===== src/rtl/lab3_cache_flush_pkg.sv =====
// Shared definitions for the cache flush controller: FSM state encoding
// and the address field widths used to rebuild a line address from
// {tag, index, word, byte offset}.
package lab3_cache_flush_pkg;

  typedef enum logic [2:0] {
    IDLE,
    RD,
    CHK,
    WB_REQ,
    WB_RESP,
    CLR,
    DONE
  } flush_state_e;

  localparam int ADDR_W     = 32;
  localparam int DATA_W     = 32;
  localparam int OPAQUE_W   = 8;
  localparam int BYTE_OFF_W = 2;

endpackage


===== src/rtl/mem_msg_pkg.sv =====
// Memory message types shared by the cache and the memory port.
// A 4-byte request carries type, opaque tag, address, length and data;
// a response echoes type and opaque with test bits, length and read data.
// len = 0 encodes a full 4-byte transfer.
package mem_msg_pkg;

  localparam logic [2:0] MEM_TYPE_READ  = 3'd0;
  localparam logic [2:0] MEM_TYPE_WRITE = 3'd1;

  typedef struct packed {
    logic [2:0]  type_;
    logic [7:0]  opaque;
    logic [31:0] addr;
    logic [1:0]  len;
    logic [31:0] data;
  } mem_req_4B_t;

  typedef struct packed {
    logic [2:0]  type_;
    logic [7:0]  opaque;
    logic [1:0]  test;
    logic [1:0]  len;
    logic [31:0] data;
  } mem_resp_4B_t;

endpackage


===== src/rtl/lab3_cache_flush_ctrl.sv =====
// Full-cache flush sequencer for the direct-mapped write-back cache.
// Walks every line index, reads valid/dirty/tag, writes back each dirty
// line one word at a time over the memory port, then clears the line.
//
// Ports:
//   clk, reset          clock; synchronous active-low reset
//   flush               flush request (only looked at while idle)
//   flush_done          one-cycle pulse at the end of a flush
//   busy                high whenever a flush is in progress
//   arr_idx             line index for tag/data array access
//   arr_rd_en           tag array read (result valid next cycle)
//   arr_valid/dirty/tag tag array read data
//   data_word           word select into the combinational data array read
//   data_rdata          selected data word
//   arr_clr_en          clear valid+dirty of line arr_idx at the clock edge
//   cache_req_*         write-back request port (val/rdy/msg)
//   cache_resp_*        write-back response port (val/rdy/msg)
//   wb_err              sticky flag for a malformed write-back response
module lab3_cache_flush_ctrl
  import mem_msg_pkg::*;
  import lab3_cache_flush_pkg::*;
#(
  parameter  int NUM_LINES      = 16,
  parameter  int WORDS_PER_LINE = 4,
  localparam int IDX_W          = $clog2(NUM_LINES),
  localparam int WRD_W          = $clog2(WORDS_PER_LINE),
  localparam int TAG_W          = ADDR_W - IDX_W - WRD_W - BYTE_OFF_W
) (
  input  logic               clk,
  input  logic               reset,
  input  logic               flush,
  output logic               flush_done,
  output logic               busy,
  output logic [IDX_W-1:0]   arr_idx,
  output logic               arr_rd_en,
  input  logic               arr_valid,
  input  logic               arr_dirty,
  input  logic [TAG_W-1:0]   arr_tag,
  output logic [WRD_W-1:0]   data_word,
  input  logic [DATA_W-1:0]  data_rdata,
  output logic               arr_clr_en,
  output logic               cache_req_val,
  input  logic               cache_req_rdy,
  output mem_req_4B_t        cache_req_msg,
  input  logic               cache_resp_val,
  output logic               cache_resp_rdy,
  input  mem_resp_4B_t       cache_resp_msg,
  output logic               wb_err
);

  localparam logic [IDX_W-1:0] LAST_IDX  = IDX_W'(NUM_LINES - 1);
  localparam logic [WRD_W-1:0] LAST_WORD = WRD_W'(WORDS_PER_LINE - 1);

  flush_state_e      state_q, state_d;
  logic [IDX_W-1:0]  idx_q, idx_d;
  logic [WRD_W-1:0]  word_q, word_d;
  logic [TAG_W-1:0]  tag_q, tag_d;
  logic              wb_err_q, wb_err_d;

  // Only opaque and type are inspected on a write-back response.
  logic unused_resp_bits;
  assign unused_resp_bits = ^{cache_resp_msg.test, cache_resp_msg.len,
                              cache_resp_msg.data};

  // State, counters and the latched tag; reset abandons any flush in flight.
  always_ff @(posedge clk) begin
    if (!reset) begin
      state_q  <= IDLE;
      idx_q    <= '0;
      word_q   <= '0;
      tag_q    <= '0;
      wb_err_q <= 1'b0;
    end else begin
      state_q  <= state_d;
      idx_q    <= idx_d;
      word_q   <= word_d;
      tag_q    <= tag_d;
      wb_err_q <= wb_err_d;
    end
  end

  // Next-state and control outputs. Clean or invalid lines skip straight
  // to CLR so every line is left invalid at the end of the walk.
  always_comb begin
    state_d        = state_q;
    idx_d          = idx_q;
    word_d         = word_q;
    tag_d          = tag_q;
    wb_err_d       = wb_err_q;
    flush_done     = 1'b0;
    busy           = 1'b1;
    arr_rd_en      = 1'b0;
    arr_clr_en     = 1'b0;
    cache_req_val  = 1'b0;
    cache_resp_rdy = 1'b0;

    case (state_q)
      IDLE: begin
        busy = 1'b0;
        if (flush) begin
          state_d = RD;
          idx_d   = '0;
          word_d  = '0;
        end
      end

      RD: begin
        arr_rd_en = 1'b1;
        state_d   = CHK;
      end

      CHK: begin
        if (arr_valid && arr_dirty) begin
          tag_d   = arr_tag;
          word_d  = '0;
          state_d = WB_REQ;
        end else begin
          state_d = CLR;
        end
      end

      WB_REQ: begin
        cache_req_val = 1'b1;
        if (cache_req_rdy) begin
          state_d = WB_RESP;
        end
      end

      // A bad response is only flagged; the walk carries on regardless.
      WB_RESP: begin
        cache_resp_rdy = 1'b1;
        if (cache_resp_val) begin
          if ((cache_resp_msg.type_ != MEM_TYPE_WRITE) ||
              (cache_resp_msg.opaque != OPAQUE_W'(word_q))) begin
            wb_err_d = 1'b1;
          end
          if (word_q == LAST_WORD) begin
            state_d = CLR;
          end else begin
            word_d  = word_q + 1'b1;
            state_d = WB_REQ;
          end
        end
      end

      CLR: begin
        arr_clr_en = 1'b1;
        if (idx_q == LAST_IDX) begin
          state_d = DONE;
        end else begin
          idx_d   = idx_q + 1'b1;
          state_d = RD;
        end
      end

      DONE: begin
        flush_done = 1'b1;
        state_d    = IDLE;
      end

      default: begin
        state_d = IDLE;
      end
    endcase
  end

  // The request message is built purely from registered state and the
  // combinational data read, so it holds steady while the port stalls.
  always_comb begin
    cache_req_msg        = '0;
    cache_req_msg.type_  = MEM_TYPE_WRITE;
    cache_req_msg.opaque = OPAQUE_W'(word_q);
    cache_req_msg.addr   = {tag_q, idx_q, word_q, {BYTE_OFF_W{1'b0}}};
    cache_req_msg.len    = 2'd0;
    cache_req_msg.data   = data_rdata;
  end

  assign arr_idx   = idx_q;
  assign data_word = word_q;
  assign wb_err    = wb_err_q;

endmodule


===== config.mk =====
export PLATFORM = sky130hd
export DESIGN_NAME = lab3_cache_flush_ctrl
export DESIGN_NICKNAME = d
export VERILOG_FILES = /design/src/rtl/lab3_cache_flush_pkg.sv /design/src/rtl/mem_msg_pkg.sv /design/src/rtl/lab3_cache_flush_ctrl.sv
export SDC_FILE = /design/constraint.sdc
export NUM_CORES = 1
export LEC_CHECK = 0
export CAP_MARGIN = 10
export CORE_MARGIN = 3
export CORE_UTILIZATION = 26
export DETAILED_ROUTE_END_ITERATION = 8
export PLACE_DENSITY = 0.88
export SETUP_SLACK_MARGIN = 0.5
export SYNTH_ARGS = -nofsm -noshare
export SYNTH_HDL_FRONTEND = slang
export SYNTH_SLANG_ARGS = --single-unit

===== constraint.sdc =====
create_clock -name clk -period 1.38 [get_ports clk]
set_clock_uncertainty 0.05 [all_clocks]
set_input_delay 0.276 -clock clk [delete_from_list [all_inputs] [get_ports clk]]
set_output_delay 0.276 -clock clk [all_outputs]
set_load 0.005 [all_outputs]

Word level (Yosys, flattened, before mapping)
Index checks and enable logic that the tools add are counted.
- ROM bits: 0
- bits of input ports: 110
- RAM bits: 0
- memories kept: 0
- register bits after elaboration: 34
- latch bits: 0
- add/subtract/negate cells: 2
- eq/ne operators: 16
- shifts and indexed selects: 0
- bitwise logic cells: 0
- magnitude comparators: 0
- reductions and logical operators: 10
- div/mod/pow operators: 0
- $mul: 0
- multiplexer cells: 21
- operators by type and width (cell ; count):
    $mux 3 ; 6
    $pmux 3 s6 ; 1
    $ne 2x2->1 const B ; 6
    $eq 3x3->1 const B ; 3
    $reduce_and 3->1 ; 3
    $mux 2 ; 4
    $mux 4 ; 2
    $ne 8x2->1 ; 1
    $pmux 4 s2 ; 1
    $eq 3x2->1 const B ; 2
    $mux 1 ; 6
    $pmux 2 s3 ; 1
    $reduce_and 5->1 ; 1
    $add 4x1->4 const B ; 1
    $eq 4x4->1 const B ; 1
    $eq 3x1->1 const B ; 1
    $logic_not 3->1 ; 1
    $ne 3x1->1 const B ; 1
    $reduce_bool 3->1 ; 1
    $add 2x1->2 const B ; 1
    $eq 2x2->1 const B ; 1
    $reduce_and 2->1 ; 1
    $reduce_bool 2->1 ; 1
    $logic_and 1x1->1 ; 1
    $logic_or 1x1->1 ; 1

Longest topological paths before layout
Gate-level depths: netlist of the first run.
- depth in word-level cells: 4
- mapped depth: 7
- mapped depth without buffers: 6

Worst setup path before layout of the first run
Ideal clock, no wire load.
- path kind: register to register
- from: register idx_q[0], in the netlist arr_idx[0]
- to: register state_q[2]
- period minus slack after synthesis: 1.564 ns
- setup time: 0.069 ns
- data required time: 1.261 ns
- data arrival time: 1.445 ns
- cell stages (with the launch flop): 6
- path slack: -0.184 ns
- cell sequence: dfxtp_1 > ha_1 > nand3_2 > or3_1 > a311o_1 > o21ai_1
- cells in the longest elaborated chain, start to end: 3
- ends and longest elaborated chain (item ; line ; text):
    from (decl) ; lab3_cache_flush_ctrl.sv:55 ; logic [IDX_W-1:0] idx_q, idx_d;
    from (signal assigned) ; lab3_cache_flush_ctrl.sv:75 ; idx_q <= idx_d;
    $eq 4x4->1 ; lab3_cache_flush_ctrl.sv:148 ; if (idx_q == LAST_IDX) begin
    $mux 3 ; lab3_cache_flush_ctrl.sv:148 ;
    $pmux 3 s6 ; lab3_cache_flush_ctrl.sv:97 ; case (state_q)
    to (signal assigned) ; lab3_cache_flush_ctrl.sv:74 ; state_q <= state_d;
    to (decl) ; lab3_cache_flush_ctrl.sv:54 ; flush_state_e state_q, state_d;
Every way passes these cells.
A chain may end at the register's enable or synchronous reset.

Final worst setup path of the first run
- from: register state_q[1]
- to: register state_q[2]
- cells in the longest elaborated chain, start to end: 3
- ends and longest elaborated chain (item ; line):
    $eq 3x3->1 (tied with other cells) ; lab3_cache_flush_ctrl.sv:97
    $ne 2x2->1 (no line) ; --
    $reduce_and 3->1 (no line) ; --
Parallel ways exist; a longest one is shown, timed or not.

==> flow_summary.ini, run 1 <==
[die]
row_count = 30
dieArea_sq_mm = 0.00838
die_y_microns = 91.5
die_width_microns = 91.5
core_sq_mm = 0.00694
start_util = 0.274
io_pins = 200

[synth]
synthMuxAreaShare = 0.0105
yosys.area_share.simple = 0.218
synth_largest_area_cell = dfxtp_1
async_flop_share = 0
synth.avg_cell_area_sq_um = 7.83
synthTopCellsByArea = dfxtp_1, buf_4, nand2_1
synthAdderAreaFrac = 0.0132
synth_cells = 243
ys_types = 40
netlist.area_leader.share = 0.358
synth-edff-count = 0
synth_top_family_by_area = buffers and inverters
synth_compound_area_frac = 0.129
syn-cell-area_sq_mm = 0.00190
yosysSeqAreaShare = 0.358
synthXorXnorAreaFrac = 0.0184
synthFlopType = dfxtp_1
yosysWarnings = 0
synth.ff_latch_count = 34

[critical_path]
crit_cells = 6
crit_family = compound AO/OA/AOI/OAI gates
cp-start-kind = register
max_stage_delay_ns = 0.37
worstSetupEndpointType = register
cpMaxStageDelayCell = dfxtp_4
cp.arrival_ns = 1.71
reg2reg_from = state_q[1]
r2r_slack_ns = -0.18
path_class = register to register
path_common_cell = buf_6
critical_path.endpoint = state_q[2]
crit_chain = buf_6, buf_6, o21ba_4, o221ai_4, a311o_1, o21ai_1
crit_start = state_q[1]
critPathRequiredTime_ns = 1.53
path_buf_inv = 2
reg2reg_depth = 6
crit_fanout = 5
r2r_end = state_q[2]

[clock_network]
cts_hold_buf = 0
worstSkewPairLatency_ns = 0.28
cts_root_buf = clkbuf_8
cts_buffers = 5
cts_tree = done
clockBufferDepth = 2
htree_levels = 2
cts_num_sinks = 34
clk_pin_slew_ns = 0.07

[final_layout]
nets = 461
multi_input_area_sq_mm = 0.00104
instances_no_fill = 446
num_antenna_cells = 0
drive_above_1_share = 0.569
area_delta_synth_final_pct = 86.5
seq_area_sq_um = 737
fillers = 639

[run_status]
violations = setup timing
status = complete, but fails checks

[placed_design]
dp_cells = 404
port_buffers = 86
globalplace.congestion = 0.803
hpwl_microns = 3870

[detailed_routing]
vias = 1960
drtIter0Drc = 37
drt-pass1-iter-count = 4
vias_per_cell = 4.39
wl_microns = 6060
drc = 0
final_antenna_net_count = 0
wl_per_cell_microns = 13.6

[sta]
fin_ws_ns = -0.176
fin_crit_sh = 1.13
finalHoldViolations = 0
maxSlewViolCount = 0
rsz0062_at_grt = yes
setup_viol = 35
clock.fmax_ghz = 0.643
final.min_clock_period_ns = 1.56

[global_routing]
grt_max_degree = 27
grt_usage = 0.134
grt_pass1_wl_microns = 9110
grt_overflow = 0
grt_pass1_vias = 1970
antenna_found_initial = 0

[pwr]
leakage_nw = 1.48
vdd_drop_max_mv = 0.404
powerDensity_mw_per_mm2 = 1010
finalPower_w = 0.00360

[hold_path]
hp-class = register to register
holdPathStages = 2

[job]
cap_violations = 0
cell type report:
type	instances	share of cell area
Sequential cell	34	0.208
Multi-Input combinational cell	150	0.293
Clock buffer	7	0.0215
Timing Repair Buffer	153	0.430
Clock inverter	1	0.00847
Tap cell	96	0.0339
Inverter	5	0.00529
Yosys cell counts, types with 2 or more instances:
cell	number
nand2_1	60
buf_4	54
dfxtp_1	34
a21oi_1	28
buf_2	6
clkbuf_1	5
nor2_1	5
inv_2	4
nor3b_1	4
xor2_1	3
and2_1	2
conb_1	2
ha_1	2
mux2i_1	2
nand2b_1	2
nand3_1	2
nand4_1	2
nor3_2	2
o221ai_1	2
or3_1	2
worst min-delay path by stage:
stage | from | end
finish | tag_q[8] | tag_q[8]
global route | tag_q[8] | tag_q[8]
CTS | tag_q[16] | tag_q[16]
detailed placement | tag_q[16] | tag_q[16]
global placement | tag_q[16] | tag_q[16]
floorplan | arr_tag[0] | tag_q[0]
state kept, by name, indices dropped and copies added (netlist names):
name and count:
wb_err 1, data_word 2, state_q 3, arr_idx 4, tag_q 24
timing repair:
| item | 4_1_cts | 5_1_grt |
|---|---|---|
| setup endpoints to repair | 79 | 79 |
| pin swaps | 11 | 19 |
| gates cloned | 2 | 1 |
| hold endpoints to repair | 0 | 0 |
| buffers inserted | 23 | 8 |
| resized for setup | 262 | 45 |
where the power goes:
part / switching (W) / internal (W) / leakage (nW)
logic: 0.000607 / 0.000986 / 1.14
clock network: 0.000345 / 0.000540 / 0.0524
registers: 0.0000666 / 0.00105 / 0.293
total: 0.00102 / 0.00258 / 1.48
layout by cell type (no fill, tap or decap), types with 3 or more instances in the layout:
cell type        instances
a21oi_1                 14
a21oi_2                 14
buf_12                   4
buf_2                   15
buf_4                   33
buf_6                   55
clkbuf_8                 5
clkdlybuf4s50_1         41
conb_1                  13
dfxtp_2                 27
dfxtp_4                  6
inv_2                    4
nand2_1                 48
nand2_2                  8
nand2_4                  4
nor2_1                   4
xor2_1                   3
cell families after synthesis:
logic type	after synthesis
flip-flops	34
buffers and inverters	70
multiplexers	2
AO/OA/AOI/OAI	40
adder cells (fa/ha/maj)	2
XOR/XNOR	4
other	2
AND/OR/NAND/NOR	89
routing by layer:
layer / wire, microns / part of all wire / global-route usage / vias to the layer above
met3: 446 / 0.074 / 0.0307 / 18
met1: 2310 / 0.38 / 0.146 / 919
li1: - / - / - / 942
met2: 3180 / 0.52 / 0.246 / 81
met4: 122 / 0.020 / 0.0565 / 0
met5: 0 / 0 / 0 / -
metrics by stage:
stage               TNS [ns]  hold WS (ns)   util  worst slack [ns]  cell area (sq um)
floorplan            -0.0734         0.362      -           -0.0734               2060
global placement      -10.31         0.401  0.408            -0.326               2830
detailed placement    -11.37         0.406  0.408            -0.394               2830
CTS                    -4.11         0.413  0.472            -0.158               3280
global route           -7.61         0.434  0.511            -0.250               3550
finish                 -4.95         0.413  0.511            -0.176               3550
tightest hold or removal path, stage by stage, from the launching register on:
cell     delay [ns]
dfxtp_2        0.32
nand2_1        0.05
a21oi_1        0.05
No activity file was read; power rests on OpenSTA's default activity.
==> run 2, diff against run 1 <==
--- a/config.mk
+++ b/config.mk
@@ -9,6 +9,7 @@
 export CORE_MARGIN = 3
 export CORE_UTILIZATION = 26
 export DETAILED_ROUTE_END_ITERATION = 8
+export HOLD_SLACK_MARGIN = 0.12
 export PLACE_DENSITY = 0.88
 export SETUP_SLACK_MARGIN = 0.5
 export SYNTH_ARGS = -nofsm -noshare
==> results of run 2 <==
No change in the layout: final DEF, timing and power equal those of run 1.
==> run 3, diff against run 2 <==
--- a/config.mk
+++ b/config.mk
@@ -10,6 +10,7 @@
 export CORE_UTILIZATION = 26
 export DETAILED_ROUTE_END_ITERATION = 8
 export HOLD_SLACK_MARGIN = 0.12
+export MAX_ROUTING_LAYER = met4
 export PLACE_DENSITY = 0.88
 export SETUP_SLACK_MARGIN = 0.5
 export SYNTH_ARGS = -nofsm -noshare
==> constraint.sdc (replaced) <==
create_clock -name clk -period 1.38 [get_ports clk]
set_clock_uncertainty 0.05 [all_clocks]
set_input_delay 0.276 -clock clk [delete_from_list [all_inputs] [get_ports clk]]
set_output_delay 0.276 -clock clk [all_outputs]
set_load 0.05 [all_outputs]
==> run 3 against run 2 <==
The run still ends with setup timing left. Die area unchanged. Non-clock buffer count decreased by 5. Flip-flop and latch count unchanged. Final area increased by 13%. Global-route usage increased by 1.8 points. Final cell count decreased by 1.1%. Sequential share of layout area decreased by 2.2 points. Count of clock-buffer cells in the layout decreased by 1. Via count about the same. Critical endpoint is now cache_resp_rdy.
==> flow_summary.ini, run 3 (synthesized netlist as in run 1, its figures left out) <==
[run_status]
status = complete, but fails checks
violations = setup timing

[sta]
setup_viol = 38
finalHoldViolations = 0
maxSlewViolCount = 0
rsz0062_at_grt = yes
timing.slew.headroom = 0.670
hold_slack_ns = 0.427
fin_ws_ns = -0.241
fin_crit_sh = 1.17
worst_pin_slew_ns = 0.487
fin_tns_setup_ns = -7.33
clock.fmax_ghz = 0.617
final.min_clock_period_ns = 1.62

[final_layout]
area_delta_synth_final_pct = 111
fin_util = 0.578
fillers = 555
mostFrequentLayoutCells = nand2_1, buf_12, clkdlybuf4s50_1
drive_above_1_share = 0.530
final_common_cell = nand2_1
final_area_sq_mm = 0.00402
instances_no_fill = 441
largest_register = tag_q
num_antenna_cells = 0
nets = 456
largest_reg_flops = 24

[critical_path]
cp.arrival_ns = 1.30
reg2reg_depth = 7
critPathRequiredTime_ns = 1.05
r2r_end = tag_q[3]
path_buf_inv = 3
crit_fanout = 4
crit_family = buffers and inverters
r2r_slack_ns = -0.24
cp-start-kind = register
cpMaxStageDelayCell = dfxtp_4
path_common_cell = buf_4
max_stage_delay_ns = 0.37
path_class = register to output port
critical_path.endpoint = cache_resp_rdy
worstSetupEndpointType = output port
crit_chain = buf_4, nor3b_4, buf_4, buf_12
crit_start = state_q[0]
crit_cells = 4
reg2reg_from = state_q[1]

[pwr]
p_sw_w = 0.00141
power_frac_comb = 0.487
vdd_drop_max_mv = 0.554
leakage_nw = 1.59
power.internal_w = 0.00280
clkPwrFrac = 0.245
powerDensity_mw_per_mm2 = 1050
power_frac_seq = 0.267
swShare = 0.335

[die]
start_util = 0.274
die_width_microns = 91.5
die_y_microns = 91.5
row_count = 30
core_sq_mm = 0.00694
dieArea_sq_mm = 0.00838
io_pins = 200

[global_routing]
antenna_found_initial = 0
grt_overflow = 0
grt_pass1_vias = 2004
grt_pass1_wl_microns = 9850
grt_max_degree = 20
grt_usage = 0.152

[job]
cap_violations = 0

[placed_design]
dpl_cell_area_sq_mm = 0.00333
globalplace.congestion = 0.870
dp_cells = 403
hpwl_microns = 4430
port_buffers = 86

[detailed_routing]
wl_per_cell_microns = 14.5
vias_per_cell = 4.45
drtIter0Drc = 58
wl_microns = 6400
final_antenna_net_count = 0
drt-pass1-iter-count = 4
vias = 1961
drc = 0

[clock_network]
cts_num_sinks = 34
htree_levels = 2
clockBufferDepth = 2
cts_root_buf = clkbuf_8
cts_buffers = 5
clk_pin_slew_ns = 0.08
worstSkewPairLatency_ns = 0.28
cts_tree = done

[hold_path]
hp-class = register to register
## run 3: changes by cell type in the layout (fill, tap and decap cells not counted), moves of 3 or more
cell / delta
buf_12: +46
buf_6: -39
buf_2: -15
nand2_1: +8
a21oi_1: +7
a21oi_2: -7
nand2_2: -6
dfxtp_4: +3
nand2_4: -3
## run 3: worst min path at each step
| stage | start | end | depth (start not counted) |
|---|---|---|---|
| after floorplan | arr_tag[0] | tag_q[0] | 2 |
| after global placement | tag_q[4] | tag_q[4] | 2 |
| after detailed placement | tag_q[20] | tag_q[20] | 2 |
| after CTS | tag_q[16] | tag_q[16] | 2 |
| after global routing | tag_q[21] | tag_q[21] | 2 |
| final | tag_q[16] | tag_q[16] | 2 |
## run 3: metal layers
| metal | track usage | up-vias | part of all wire |
|---|---|---|---|
| li1 | - | 944 | - |
| met1 | 0.158 | 921 | 0.38 |
| met2 | 0.278 | 76 | 0.54 |
| met3 | 0.0414 | 20 | 0.069 |
| met4 | 0.0477 | 0 | 0.018 |
| met5 | - | - | 0 |
## run 3: layout make-up
class,instances,area [sq um],share of cell area
inverter,5,28.8,0.00717
tap,96,120,0.0299
clock buffer,6,93.8,0.0234
multi-input combinational,150,975,0.243
clock inverter,2,38.8,0.00966
timing repair buffer,148,2010,0.502
sequential,34,746,0.186
## run 3: metrics by stage
step	worst slack, ns	total power [W]
after detailed placement	-0.400	0.00279
after CTS	-0.235	0.00416
after global routing	-0.300	0.00441
after global placement	-0.350	0.00275
final	-0.241	0.00422
after floorplan	-0.170	0.00232
## run 3: repair_timing
action | in CTS | in global routing
gates resized for setup | 39 | 11
setup buffers | 16 | 9
pin swaps | 13 | 6
cloned | 5 | 0
endpoints found under the setup margin | 79 | 79
hold buffers | 0 | 0
## run 3: power groups by stage
stage	clock, W	combinational [W]	sequential (W)
after global placement	0	0.00160	0.00115
after CTS	0.00106	0.00198	0.00112
after detailed placement	0	0.00164	0.00115
after floorplan	0	0.00111	0.00121
after global routing	0.00112	0.00216	0.00114
final	0.00104	0.00206	0.00113
## run 3: worst reg2reg max path: stages (launching register included)
cell and delay [ns]:
dfxtp_4 0.40, buf_4 0.14, nand2b_4 0.05, or3_4 0.44, buf_4 0.16, buf_12 0.12
nand2_1 0.08, a21oi_2 0.06
